[config.mk]
export PLATFORM = sky130hd
export DESIGN_NAME = mdio_slave_mp
export DESIGN_NICKNAME = d
export VERILOG_FILES = /design/src/rtl/mdio_slave_mp.sv
export SDC_FILE = /design/constraint.sdc
export NUM_CORES = 1
export LEC_CHECK = 0
export ABC_AREA = 1
export BUFFER_PORTS_ARGS = -buffer_cell sky130_fd_sc_hd__buf_2
export CAP_MARGIN = 20
export CORE_ASPECT_RATIO = 0.7
export CORE_MARGIN = 1.5
export CORE_UTILIZATION = 45
export CTS_CLUSTER_SIZE = 25
export DETAILED_ROUTE_END_ITERATION = 10
export HOLD_SLACK_MARGIN = 0.05
export PLACE_DENSITY = 0.74
export SYNTH_ARGS = -nofsm -noshare
export SYNTH_HDL_FRONTEND = slang
export SYNTH_SLANG_ARGS = --single-unit
[constraint.sdc]
create_clock -name clk -period 7.59 [get_ports clk]
set_clock_uncertainty 0.1 [all_clocks]
set_input_delay 0.759 -clock clk [delete_from_list [all_inputs] [get_ports clk]]
set_output_delay 0.759 -clock clk [all_outputs]
set_load 0.05 [all_outputs]
[src/rtl/mdio_slave_mp.sv]
// mdio_slave_mp -- multi-address MDIO (Clause 22) management slave.
//
// Answers PHY addresses PHY_BASE .. PHY_BASE+N_PHY-1. Reads are forwarded
// through a level request / ack port; writes come out as a one-clk strobe.
// MDC and MDIO are synchronised into the clk domain, and every action is
// taken on a detected MDC rising edge.
//
// Optional feature: define MDIO_PREAMBLE_SUPPRESS_EN to allow a frame to
// follow a completed frame without a preamble. The frame then starts from
// the IDLE state.
//
// Ports:
//   clk, rst            fabric clock, async active-high reset
//   mdc_i, mdio_i       MDIO pins (asynchronous)
//   mdio_o, mdio_oe     MDIO drive value / output enable to the pad buffer
//   rd_req/rd_phy/rd_reg, rd_ack/rd_data   read handshake
//   wr_en/wr_phy/wr_reg/wr_data            write strobe
//   frame_err           one-clk pulse: malformed header or read timeout
//   busy                a frame is being received or answered
module mdio_slave_mp #(
    parameter int PHY_BASE    = 0,
    parameter int N_PHY       = 1,
    parameter int PRE_LEN     = 32,
    parameter int SYNC_STAGES = 2
) (
    input  logic        clk,
    input  logic        rst,
    input  logic        mdc_i,
    input  logic        mdio_i,
    output logic        mdio_o,
    output logic        mdio_oe,
    output logic        rd_req,
    output logic [4:0]  rd_phy,
    output logic [4:0]  rd_reg,
    input  logic        rd_ack,
    input  logic [15:0] rd_data,
    output logic        wr_en,
    output logic [4:0]  wr_phy,
    output logic [4:0]  wr_reg,
    output logic [15:0] wr_data,
    output logic        frame_err,
    output logic        busy
);

    typedef enum logic [2:0] {
        PRE,
`ifdef MDIO_PREAMBLE_SUPPRESS_EN
        IDLE,
`endif
        HDR,
        TA_RD,
        RD_DATA,
        TA_WR,
        WR_DATA,
        SKIP
    } state_t;

`ifdef MDIO_PREAMBLE_SUPPRESS_EN
    localparam state_t END_ST = IDLE;
`else
    localparam state_t END_ST = PRE;
`endif

    localparam logic [5:0] PRE_MIN  = 6'(PRE_LEN);
    localparam int         PHY_LAST = PHY_BASE + N_PHY - 1;

    // ---------------- synchronisers and edge detect ----------------
    logic [SYNC_STAGES-1:0] mdc_sync, mdio_sync;
    logic                   mdc_d;
    logic                   mdc_rise;   // registered: one clk per MDC rising edge
    logic                   mdio_bit;   // MDIO value aligned with mdc_rise

    always_ff @(posedge clk or posedge rst) begin
        if (rst) begin
            mdc_sync  <= '0;
            mdio_sync <= '0;
            mdc_d     <= 1'b0;
            mdc_rise  <= 1'b0;
            mdio_bit  <= 1'b0;
        end else begin
            mdc_sync  <= {mdc_sync[SYNC_STAGES-2:0], mdc_i};
            mdio_sync <= {mdio_sync[SYNC_STAGES-2:0], mdio_i};
            mdc_d     <= mdc_sync[SYNC_STAGES-1];
            mdc_rise  <= mdc_sync[SYNC_STAGES-1] & ~mdc_d;
            mdio_bit  <= mdio_sync[SYNC_STAGES-1];
        end
    end

    // ---------------- frame FSM ----------------
    state_t      state;
    logic [5:0]  pre_cnt;
    logic [4:0]  bit_cnt;
    logic [15:0] sr;        // header / write-data shifter
    logic [15:0] rd_buf;    // read data, shifted out MSB first
    logic [4:0]  phy_lat, reg_lat;
    logic        rd_fail;   // this frame already raised frame_err (timeout)

    // Full header including the bit sampled on the current edge.
    logic [13:0] hdr;
    int          hdr_phy;
    logic        in_range;
    assign hdr      = {sr[12:0], mdio_bit};
    assign hdr_phy  = {27'd0, hdr[9:5]};
    assign in_range = (hdr_phy >= PHY_BASE) && (hdr_phy <= PHY_LAST);

    always_ff @(posedge clk or posedge rst) begin
        if (rst) begin
            state     <= PRE;
            pre_cnt   <= '0;
            bit_cnt   <= '0;
            sr        <= '0;
            rd_buf    <= '0;
            phy_lat   <= '0;
            reg_lat   <= '0;
            rd_fail   <= 1'b0;
            mdio_o    <= 1'b0;
            mdio_oe   <= 1'b0;
            rd_req    <= 1'b0;
            rd_phy    <= '0;
            rd_reg    <= '0;
            wr_en     <= 1'b0;
            wr_phy    <= '0;
            wr_reg    <= '0;
            wr_data   <= '0;
            frame_err <= 1'b0;
            busy      <= 1'b0;
        end else begin
            wr_en     <= 1'b0;
            frame_err <= 1'b0;

            // Read handshake runs every clk, independent of MDC.
            if (rd_req && rd_ack) begin
                rd_buf <= rd_data;
                rd_req <= 1'b0;
            end

            if (mdc_rise) begin
                case (state)
                    PRE: begin
                        if (mdio_bit) begin
                            if (pre_cnt != '1) pre_cnt <= pre_cnt + 6'd1;
                        end else if (pre_cnt >= PRE_MIN) begin
                            // this zero is ST[1]
                            state   <= HDR;
                            busy    <= 1'b1;
                            pre_cnt <= '0;
                            bit_cnt <= 5'd1;
                            sr      <= '0;
                        end else begin
                            pre_cnt <= '0;
                        end
                    end
`ifdef MDIO_PREAMBLE_SUPPRESS_EN
                    IDLE: begin
                        if (!mdio_bit) begin
                            state   <= HDR;
                            busy    <= 1'b1;
                            bit_cnt <= 5'd1;
                            sr      <= '0;
                        end
                    end
`endif
                    HDR: begin
                        sr      <= {sr[14:0], mdio_bit};
                        bit_cnt <= bit_cnt + 5'd1;
                        if (bit_cnt == 5'd13) begin
                            bit_cnt <= '0;
                            rd_fail <= 1'b0;
                            phy_lat <= hdr[9:5];
                            reg_lat <= hdr[4:0];
                            if (hdr[13:12] != 2'b01 || hdr[11:10] == 2'b00 ||
                                hdr[11:10] == 2'b11) begin
                                frame_err <= 1'b1;
                                state     <= PRE;
                                pre_cnt   <= '0;
                                busy      <= 1'b0;
                            end else if (!in_range) begin
                                state <= SKIP;
                            end else if (hdr[11:10] == 2'b10) begin
                                state  <= TA_RD;
                                rd_req <= 1'b1;
                                rd_phy <= hdr[9:5];
                                rd_reg <= hdr[4:0];
                            end else begin
                                state <= TA_WR;
                            end
                        end
                    end
                    TA_RD: begin
                        bit_cnt <= bit_cnt + 5'd1;
                        if (bit_cnt == 5'd1) begin
                            mdio_oe <= 1'b1;
                            mdio_o  <= 1'b0;
                            state   <= RD_DATA;
                            bit_cnt <= '0;
                            // An ack in this same clk is taken by the handshake above.
                            if (rd_req && !rd_ack) begin
                                rd_req    <= 1'b0;
                                frame_err <= 1'b1;
                                rd_buf    <= 16'hFFFF;
                                rd_fail   <= 1'b1;
                            end
                        end
                    end
                    RD_DATA: begin
                        if (bit_cnt == 5'd16) begin
                            mdio_oe <= 1'b0;
                            mdio_o  <= 1'b0;
                            busy    <= 1'b0;
                            bit_cnt <= '0;
                            pre_cnt <= '0;
                            // after an error a full preamble is required again
                            state   <= rd_fail ? PRE : END_ST;
                        end else begin
                            mdio_o  <= rd_buf[15];
                            rd_buf  <= {rd_buf[14:0], 1'b0};
                            bit_cnt <= bit_cnt + 5'd1;
                        end
                    end
                    TA_WR: begin
                        bit_cnt <= bit_cnt + 5'd1;
                        if (bit_cnt == 5'd1) begin
                            state   <= WR_DATA;
                            bit_cnt <= '0;
                        end
                    end
                    WR_DATA: begin
                        sr      <= {sr[14:0], mdio_bit};
                        bit_cnt <= bit_cnt + 5'd1;
                        if (bit_cnt == 5'd15) begin
                            wr_en   <= 1'b1;
                            wr_data <= {sr[14:0], mdio_bit};
                            wr_phy  <= phy_lat;
                            wr_reg  <= reg_lat;
                            state   <= END_ST;
                            busy    <= 1'b0;
                            bit_cnt <= '0;
                            pre_cnt <= '0;
                        end
                    end
                    SKIP: begin
                        bit_cnt <= bit_cnt + 5'd1;
                        if (bit_cnt == 5'd17) begin
                            state   <= END_ST;
                            busy    <= 1'b0;
                            bit_cnt <= '0;
                            pre_cnt <= '0;
                        end
                    end
                    default: begin
                        state   <= PRE;
                        busy    <= 1'b0;
                        pre_cnt <= '0;
                    end
                endcase
            end
        end
    end

endmodule

Word-level counts from Yosys, hierarchy flattened
Cells that the tools add are included.

Bits in registers: 104. Output and inout bits: 42. Word-level logic and storage cells: 148.

Add/subtract/negate cells: 2. Magnitude comparators: 3. Equal/unequal tests: 25. Mux-type cells: 68. Bitwise logic cells: 4. Reductions and logical operators: 23.

Operators with widths (count): $mux W16 (5); $mux W6 (7); $pmux W6 S6 (1); $mux W5 (7); $mux W3 (11); $pmux W16 S2 (1); $mux W15 (2); $pmux W15 S2 (1); $pmux W5 S6 (1); $mux W1 (26); $pmux W3 S7 (1); $ne A2 B2 Y1 const B (9); $reduce_and A9 Y1 (2); $reduce_and A4 Y1 (3); $eq A5 B4 Y1 const B (2); $eq A5 B5 Y1 const B (2); $eq A3 B3 Y1 const B (3); $reduce_and A3 Y1 (3); $pmux W1 S2 (4); $reduce_and A8 Y1 (1); $add A6 B1 Y6 const B (1); $eq A3 B2 Y1 const B (2); $ge A6 B6 Y1 const B (1); $ne A6 B6 Y1 const B (1); other kinds (20) (28).

Logic depth before layout (Yosys ltp)
Gate-level depths: netlist (run 1).

Word-level depth: 8. Depth in mapped cells: 13.

Worst setup path after synthesis (run 1)
OpenSTA, ideal clock, no wires.

Kind: input to register. Start point: input port rd_ack. End point: register rd_buf[11]. Data arrival time: 1.615 ns. Data required time: 7.355 ns. Slack: 5.741 ns. Stages: 6. Path through: nand2_1 -> buf_2 -> clkbuf_1 -> nand2_1 -> o211ai_1 -> o211ai_1.

Longest elaborated chain between the ends: 6. Elaborated cells on any way between the ends: 9. Classes of those cells: 6 x mux; 3 x reduce/logical.

RTL lines: start, declared (RTL line 35) `input logic rd_ack,`; $logic_and A1 B1 Y1 or $logic_not A1 Y1 (tied branches) (RTL line 132, 197); $mux W16 or $logic_and A1 B1 Y1 (tied branches) (RTL line 132, 197); $mux W16 (RTL line 197) `if (rd_req && !rd_ack) begin`; $mux W16 (RTL line 191) `if (bit_cnt == 5'd1) begin`; $pmux W16 S2 (RTL line 138) `case (state)`; $mux W16 * (RTL line 137) `if (mdc_rise) begin`; end signal, assigned (RTL line 133) `rd_buf <= rd_data;`; end signal, assigned (RTL line 216) `rd_buf <= {rd_buf[14:0], 1'b0};`; end, declared (RTL line 94) `logic [15:0] rd_buf;`.

Every way passes the cells marked *; elsewhere a longest branch is shown, timed or not. A chain may end at the register's enable or synchronous reset.

Worst setup path in the final report (run 1)
Start point: register bit_cnt[0]. End point: register wr_data[11].

Longest elaborated chain between the ends: 2.

RTL lines: start, declared (RTL line 92) `logic [4:0] bit_cnt;`; start signal, assigned (RTL line 165) `bit_cnt <= bit_cnt + 5'd1;`; start signal, assigned (RTL line 190) `bit_cnt <= bit_cnt + 5'd1;`; start signal, assigned (RTL line 217) `bit_cnt <= bit_cnt + 5'd1;`; $eq A5 B4 Y1 (RTL line 230) `if (bit_cnt == 5'd15) begin`; $reduce_and A3 Y1 (no source line); end signal, assigned (RTL line 232) `wr_data <= {sr[14:0], mdio_bit};`; end, declared (RTL line 40) `output logic [15:0] wr_data,`.

Every way passes these cells.

==> run metrics, run 1 <==
outcome complete, no violations; antenna violations before repair 0; period utilization a little under a third; Syn Nets between 500 and 600; Largest regs rd_buf (16), wr_data (16), sr (15); Post-Syn Instances around 550; WP data required approximately 7.7 ns; total power draw 1.11 mW; largest family of logic cells by synthesized area simple AND/OR/NAND/NOR gates; Synth area leaders dfrtp_1 (54%), nand2_1 (14%), inv_1 (4.3%); largest net degree at the start of global routing 66; row count 31; worst slew pin tran between 0.7 and 0.8 ns; Max IR drop VDD approximately 0.11 mV; I/O Pins 63; max_slew headroom 48.4%; Max FO, Critical Path 41; Fin. Hold Viols 0; vias in the first global route between 3000 and 4000; postcts setup bufs 0; max-slew violations 0; Critical Path Source Type flip-flop; Port Buffers 62; clock latency on the worst-skew pair approximately 0.35 ns; CTS tree built; die width about 130 um; GPL Wtd Cong slightly above 0.9; simple-gate area share of the yosys netlist about a quarter; DRT Wirelength approximately 9600 um; cell taking the most area after synthesis dfrtp_1; placed instance area 5180 um^2; clock slew at reported path FFs 0.07 ns; commonest non-fill, non-tap cells in the layout nand2_1 (184), dfrtp_1 (104), buf_2 (62); global-route wire length before repair 16100 um; most common cell after layout, fill and taps aside nand2_1; mux cell area share after synthesis approximately 2.3%; Synth top area share approximately 54%; Reg2Reg Setup Slack between 5 and 6 ns; Max-Cap Viols 0; syn_area_per_cell 8.82 um^2; Hold Path Class flip-flop to flip-flop; Crit. End Element flip-flop; hold slack between 0.2 and 0.25 ns; crit path DAT around 2.5 ns; vias per cell 4.95; count of final setup violators 0; fin worst setup slack 5.20 ns; CTS sink cnt around 100; Clock Tree Root clkbuf_16; Synthesis Warnings 0; Seq/Total Area, Yosys about 54%; GRT Overall Usage 18.2%; hold_buf cts 0; NumNets Final 630; CTS-repair resized insts 0; die height 89.5 um; CTS Buf Count 9; setup TNS 0 ns; synthesized area a little under 5000 um^2; XOR/XNOR share of the synthesized area less than 1%; Period minus WS final roughly 2.4 ns; Initial Utilization a little under half; Seq cells post-synth about 100; Compound-Gate Fraction of Synth Area under 10%; Ant. Diodes 0; post-synthesis cell type count 29; die area between 10000 and 15000 um^2; hpwl dp 6880 um; Final Instance Area 5490 um^2; Core Footprint between 10000 and 15000 um^2; vias between 3000 and 4000; drt drc 0; Synth-to-Final Area Change 14.1%; Placement Setup Slack roughly 5.2 ns; Leakage approximately 2.9 nW; Clock Path Buffers 2; DRT Pass-1 Iters 4; Overflow after GRT 0; Max Fclk roughly 420 MHz; Iter 0 DRT Violations 309; PD cells between 200 and 250 nW/um^2; Setup CP Type flip-flop to flip-flop; RSZ-0062 raised after global routing false; ratio of cells with drive above 1 in the final layout between 20% and 30%; Antenna Violating Nets Remaining 0; Synth Area in Adders 1.82%; CTS H-Tree Depth 3; average wire per standard cell around 13 um
## per-layer routing
metal / vias up / share of wire, % / routed length [um] / track usage (%)
met5: - / 0 / 0 / 0
met4: 0 / 1.0 / 98 / 5.54
met3: 10 / 5.1 / 488 / 5.09
met2: 80 / 42 / 4020 / 26.9
met1: 1723 / 52 / 4980 / 26.3
li1: 1848 / - / - / -
## cell usage after synthesis, drive strengths merged
library cell / count
nand2: 192
ha: 7
o211ai: 13
buf: 15
xor2: 3
a21oi: 4
mux2: 10
clkbuf: 3
o21ai: 55
nand4: 3
nor2: 36
inv: 60
nor3: 3
nand3b: 1
dfrtp: 104
nand3: 36
nor4: 1
## worst max-delay path, stage by stage (launching register included)
cell and delay (ns):
dfrtp_1 0.41, ha_1 0.21, nand2_1 0.09, inv_1 0.06
ha_1 0.13, inv_1 0.07, nor3_4 0.51, inv_2 0.41
nand2_1 0.16, o21ai_1 0.08
## metrics by stage
| step | instances | utilization, % |
|---|---|---|
| after CTS | 739 | 52.9 |
| after detailed placement | 723 | 49.9 |
| final | 739 | 52.9 |
| after floorplan | 546 | - |
| after global routing | 739 | 52.9 |
| after global placement | 723 | 49.9 |
## layout make-up
cell class	instances	area (um^2)
Multi-Input combinational cell	364	1870
Clock buffer	10	239
Sequential cell	104	2600
Tap cell	132	165
Clock inverter	6	72.6
Timing Repair Buffer	63	318
Fill cell	993	4900
Inverter	60	228
## kinds of logic (layout without fill, tap and decap cells)
| family | count (synthesis) | after routing |
|---|---|---|
| AOI/OAI and AO/OA | 72 | 72 |
| xor gates and xnor gates | 3 | 3 |
| adders and majority gates | 7 | 7 |
| buffers and inverters | 78 | 139 |
| DFF | 104 | 104 |
| muxes | 10 | 10 |
| and+or+nand+nor | 272 | 272 |
## report_power, final
part           switching, mW  internal (mW)
Clock                  0.212          0.269
Sequential           0.00904          0.568
Combinational         0.0284         0.0189
Total                  0.249          0.856
## path summary, 6_finish.rpt
kind / start / end / cells after the start
max in group asynchronous: rst / wr_data[14]$_DFFE_PP0P_ / 3
hold reg to reg: mdio_sync[0]$_DFF_PP0_ / mdio_sync[1]$_DFF_PP0_ / 0
hold / removal: mdio_sync[0]$_DFF_PP0_ / mdio_sync[1]$_DFF_PP0_ / 0
min in group asynchronous: rst / mdc_sync[0]$_DFF_PP0_ / 2
setup reg to reg: bit_cnt[0]$_DFFE_PP0P_ / wr_data[11]$_DFFE_PP0P_ / 9
setup / recovery: bit_cnt[0]$_DFFE_PP0P_ / wr_data[11]$_DFFE_PP0P_ / 9
No activity file was read; power rests on OpenSTA's default activity.
==> run 2, diff against run 1 <==
--- a/config.mk
+++ b/config.mk
@@ -14,7 +14,7 @@
 export CTS_CLUSTER_SIZE = 25
 export DETAILED_ROUTE_END_ITERATION = 10
 export HOLD_SLACK_MARGIN = 0.05
-export PLACE_DENSITY = 0.74
+export PLACE_DENSITY = 0.76
 export SYNTH_ARGS = -nofsm -noshare
 export SYNTH_HDL_FRONTEND = slang
 export SYNTH_SLANG_ARGS = --single-unit
==> constraint.sdc (replaced) <==
create_clock -name clk -period 2 [get_ports clk]
set_clock_uncertainty 0.1 [all_clocks]
set_input_delay 0.2 -clock clk [delete_from_list [all_inputs] [get_ports clk]]
set_output_delay 0.2 -clock clk [all_outputs]
set_load 0.05 [all_outputs]
==> run 2 against run 1 <==
  * Count of clock-buffer cells in the layout up 1
  * Hold slack worse by 0.19 ns
  * Cell count up 2.8%
  * Global-route usage up 0.24 points
  * Sequential power rose to 3.8 times the previous value
  * Die area unchanged
  * Sequential cell count unchanged
  * Final area up 4.8%
  * Via count up 1.8%
  * Critical path type unchanged
==> run metrics, run 2 (synthesis gave the netlist of run 1 again) <==
commonest non-fill, non-tap cells in the layout nand2_1 (181), dfrtp_1 (102), buf_2 (62); CTS tree built; largest net degree at the start of global routing roughly 110; Period minus WS final approximately 1.9 ns; DRT Wirelength approximately 10000 um; Leakage 3.00 nW; Clock Tree Root clkbuf_16; die height between 80 and 90 um; Max IR drop VDD between 0.5 and 0.6 mV; hpwl dp around 6800 um; vias per cell 4.90; Overflow after GRT 0; drt drc 0; Initial Utilization around 46%; Critical Path Source Type flip-flop; Max Fclk 527 MHz; die area roughly 11000 um^2; Port Buffers just over 60; clock latency on the worst-skew pair about 0.34 ns; GPL Wtd Cong around 0.92; Crit. End Element flip-flop; worst slew pin tran just under 0.7 ns; Clock Path Buffers 2; period utilization roughly 95%; Hold Path Class input pin to flip-flop; most common cell after layout, fill and taps aside nand2_1; vias between 3000 and 4000; Hold Path Sink rd_buf[11]$_DFF_PP0_; antenna violations before repair 0; max_slew headroom a little over half; vias in the first global route about 3400; clock slew at reported path FFs roughly 0.070 ns; Antenna Violating Nets Remaining 0; Reg2Reg Setup Slack 0.10 ns; Fin. Hold Viols 0; max-slew violations 0; average wire per standard cell between 10 and 15 um; Largest regs rd_buf (16), wr_data (16), sr (15); CTS sink cnt 104; outcome complete, no violations; CTS Buf Count 9; PD cells ~730 nW/um^2; hold path cells 3; count of final setup violators 0; register area between 2000 and 3000 um^2; die width 127 um; I/O Pins 63; hold path startpoint rd_data[11]; Core Footprint 10400 um^2; DRT Pass-1 Iters 4; ratio of cells with drive above 1 in the final layout 25.0%; Max-Cap Viols 0; fill cell count just over 900; area of the multi-input gates between 1500 and 2000 um^2; Synth-to-Final Area Change 19.6%; worst reg2reg endpoint reg_lat[0]$_DFFE_PP0P_; global-route wire length before repair approximately 16000 um; Iter 0 DRT Violations ~260; worst r2r src bit_cnt[1]$_DFFE_PP0P_; Layout Utilization a little under three fifths; WP data required 2.12 ns; NumNets Final about 650; GRT Overall Usage around 18%; CTS H-Tree Depth 3; Setup CP Type flip-flop to flip-flop; Ant. Diodes 0; worst r2r path cells 10; Max FO, Critical Path 5; total power draw 4.18 mW; crit path DAT about 2.0 ns; row count 31
-- run 2: timing repair --
action,4_1_cts,5_1_grt
endpoints found under the setup margin,0,29
resized for setup,0,18
hold buffers,6,0
endpoints found under the hold margin,109,0
setup buffers,0,2
-- run 2: metrics by stage --
step           hold slack (ns)  cells  instance area (um^2)  setup TNS [ns]  setup WS (ns)
6_report                0.0601    760                  5760               0          0.104
5_1_grt                 0.0875    760                  5760         -0.0503        -0.0184
4_1_cts                 0.0525    755                  5670               0         0.0529
3_5_place_dp             0.209    734                  5300               0         0.0558
3_3_place_gp             0.208    734                  5300               0          0.106
2_1_floorplan            0.131    546                  4820               0          0.262
-- run 2: layout make-up --
| cell class | instances | area share, % |
|---|---|---|
| well taps | 132 | 2.87 |
| multi-input cells | 364 | 33.0 |
| flip-flops and latches | 104 | 45.2 |
| repair buffers | 82 | 9.13 |
| repair inverters | 3 | 0.391 |
| clock buffers | 11 | 4.39 |
| inverters | 60 | 4.04 |
| clock inverters | 4 | 0.913 |
-- run 2: metal layers --
metal,up-vias,GRT usage (%),routed length (um)
li1,1896,-,-
met1,1741,26.8,5040
met2,84,27.9,4400
met3,5,4.07,484
met4,0,5.64,82
met5,-,0,0
-- run 2: worst max-delay path by stage --
stage                                      start                      to  slack [ns]  cells past startpoint
final                     bit_cnt[1]$_DFFE_PP0P_  reg_lat[0]$_DFFE_PP0P_        0.10                     10
after detailed placement  bit_cnt[0]$_DFFE_PP0P_    state[2]$_DFFE_PP0P_        0.06                     12
after floorplan                 rd_req$_DFF_PP0_    rd_buf[11]$_DFF_PP0_        0.26                      6
after global placement    bit_cnt[1]$_DFFE_PP0P_  reg_lat[0]$_DFFE_PP0P_        0.11                      9
after CTS                 bit_cnt[0]$_DFFE_PP0P_    state[2]$_DFFE_PP0P_        0.05                     12
after global routing      bit_cnt[1]$_DFFE_PP0P_  reg_lat[4]$_DFFE_PP0P_       -0.02                     10
-- run 2: worst max-delay path, stage by stage (launching register included) --
cell	delay (ns)
dfrtp_1	0.41
inv_1	0.09
ha_2	0.19
nand2_1	0.06
nor2_2	0.12
inv_1	0.11
nor3_4	0.25
buf_12	0.17
clkinvlp_4	0.14
nand2_1	0.08
o21ai_0	0.07
-- run 2: power by group --
part	switching, mW	internal [mW]	total, mW
logic	0.109	0.0842	0.193
registers	0.0313	2.16	2.19
clock network	0.759	1.04	1.80
total	0.900	3.28	4.18
==> run 3, diff against run 2 <==
--- a/config.mk
+++ b/config.mk
@@ -14,7 +14,8 @@
 export CTS_CLUSTER_SIZE = 25
 export DETAILED_ROUTE_END_ITERATION = 10
 export HOLD_SLACK_MARGIN = 0.05
-export PLACE_DENSITY = 0.76
+export PLACE_DENSITY = 0.75
+export REMOVE_ABC_BUFFERS = 1
 export SYNTH_ARGS = -nofsm -noshare
 export SYNTH_HDL_FRONTEND = slang
 export SYNTH_SLANG_ARGS = --single-unit
==> run 3 against run 2 <==
  * Via count increased by 4.7%
  * Hold slack improved by 0.0018 ns
  * Final area increased by 0.35%
  * Largest power group unchanged
==> run metrics, run 3 (synthesis gave the netlist of run 1 again) <==
CTS Buf Count 9; commonest non-fill, non-tap cells in the layout nand2_1 (180), dfrtp_1 (103), buf_2 (62); wl on met1 ~5300 um; max-slew violations 0; critical-path cell list inv_2 > ha_2 > nand2_1 > nor2_2 > inv_2 > nor3_4 > buf_12 > clkinvlp_4 > buf_4 > nand2_1 > o21ai_0; Crit. End Element flip-flop; Iter 0 DRT Violations 296; DRT Pass-1 Iters 7; hpwl dp ~7500 um; Max FO, Critical Path 10; setup TNS 0 ns; total power draw between 4 and 5 mW; Fin. Hold Viols 0; outcome complete, no violations; Largest regs rd_buf (16), wr_data (16), sr (15); DRT Wirelength 10900 um; non-filler instance count after layout 761; critical path depth in cells 11; vias 3900; Worst path top cell family by delay buffers and inverters; most common cell after layout, fill and taps aside nand2_1; die area around 11000 um^2; Overflow after GRT 0; max_slew headroom between 50% and 60%; worst r2r path cells 11; count of final setup violators 0; Port Buffers 62; Placement Setup Slack roughly 0.08 ns; Ant. Diodes 0; NumNets Final around 650; Leakage ~3 nW; Synth-to-Final Area Change 20.0%; fin worst setup slack 0.100 ns; antenna violations before repair 0; Max-Cap Viols 0; Core Footprint roughly 10000 um^2; met2 wire length 4810 um; hold slack 0.0619 ns; clock latency on the worst-skew pair about 0.35 ns; die width 127 um; I/O Pins 63; die height between 80 and 90 um; vias per cell between 5 and 6; row count 31; fill cell count 931; clock slew at reported path FFs roughly 0.060 ns; Max Fclk 526 MHz; Hold Path Class input pin to flip-flop; Initial Utilization between 40% and 50%; max layer used met4; Buf/Inv on CP 5; global-route wire length before repair roughly 18000 um; PD cells between 700 and 800 nW/um^2; GRT Overall Usage 19.7%; Clock Path Buffers 2; worst slew pin tran around 0.67 ns; CTS sink cnt roughly 100; CP max stage delay around 0.42 ns; ratio of cells with drive above 1 in the final layout 25.3%; Final Instance Area approximately 5800 um^2; Setup CP Type flip-flop to flip-flop; Clock Tree Root clkbuf_16; vias in the first global route approximately 3700; Layout Utilization 55.6%; average wire per standard cell about 14 um; CTS tree built; placed instance area 5300 um^2; hold path cells 3; Max IR drop VDD 0.452 mV; critical path's slowest cell dfrtp_1; largest net degree at the start of global routing 44; drt drc 0; metal3 WL 638 um; crit path DAT 2.01 ns; Antenna Violating Nets Remaining 0; GPL Wtd Cong 0.926; period utilization a little over nine tenths; Period minus WS final about 1.9 ns; WP data required ~2.1 ns; Critical Path Source Type flip-flop; Placed Cells between 700 and 800; CTS H-Tree Depth 3
-- run 3: changes by cell type in the layout (fill, tap and decap cells not counted), sizes merged --
cell         before  now
nand3            36   37
dlygate4sd3       6    5
clkinv            2    0
buf              76   78
clkinvlp          5    4
inv              59   61
-- run 3: power by group --
part / switching (mW) / internal [mW] / total, mW
sequential: 0.0333 / 2.16 / 2.19
clock: 0.778 / 1.01 / 1.79
combinational: 0.119 / 0.0868 / 0.205
total: 0.930 / 3.26 / 4.19
-- run 3: final cells by class --
type | instances | area, um^2 | share of cell area, %
multi-input combinational | 365 | 1930 | 33.5
timing repair buffer | 83 | 531 | 9.18
clock buffer | 11 | 243 | 4.20
clock inverter | 5 | 62.6 | 1.08
timing repair inverter | 1 | 7.51 | 0.130
tap | 132 | 165 | 2.86
inverter | 60 | 231 | 4.01
sequential | 104 | 2600 | 45.1
-- run 3: path summary, 6_finish.rpt --
| kind | from | to | slack [ns] |
|---|---|---|---|
| setup / recovery | bit_cnt[1]$_DFFE_PP0P_ | reg_lat[0]$_DFFE_PP0P_ | 0.10 |
| hold / removal | rd_data[14] | rd_buf[14]$_DFF_PP0_ | 0.06 |
| min in group asynchronous | rst | rd_buf[6]$_DFF_PP0_ | 0.27 |
| setup reg to reg | bit_cnt[1]$_DFFE_PP0P_ | reg_lat[0]$_DFFE_PP0P_ | 0.10 |
| max in group asynchronous | rst | pre_cnt[2]$_DFFE_PP0P_ | 0.89 |
| hold reg to reg | mdio_sync[1]$_DFF_PP0_ | mdio_bit$_DFF_PP0_ | 0.25 |
-- run 3: worst min-delay path: cells and delay by family --
kind	cells	cell delay, ns
buffers and inverters	1	0.08
AO/OA/AOI/OAI	2	0.17
-- run 3: what timing repair did --
item,in CTS,in global routing
gates resized for setup,0,20
setup buffers,0,5
hold buffers,5,0
endpoints found under the setup margin,0,49
endpoints found under the hold margin,28,0
-- run 3: layer usage --
layer | global-route usage, % | vias to the layer above
met5 | 0 | -
met4 | 5.75 | 0
met1 | 27.5 | 1893
met2 | 31.0 | 111
li1 | - | 1884
met3 | 4.73 | 12
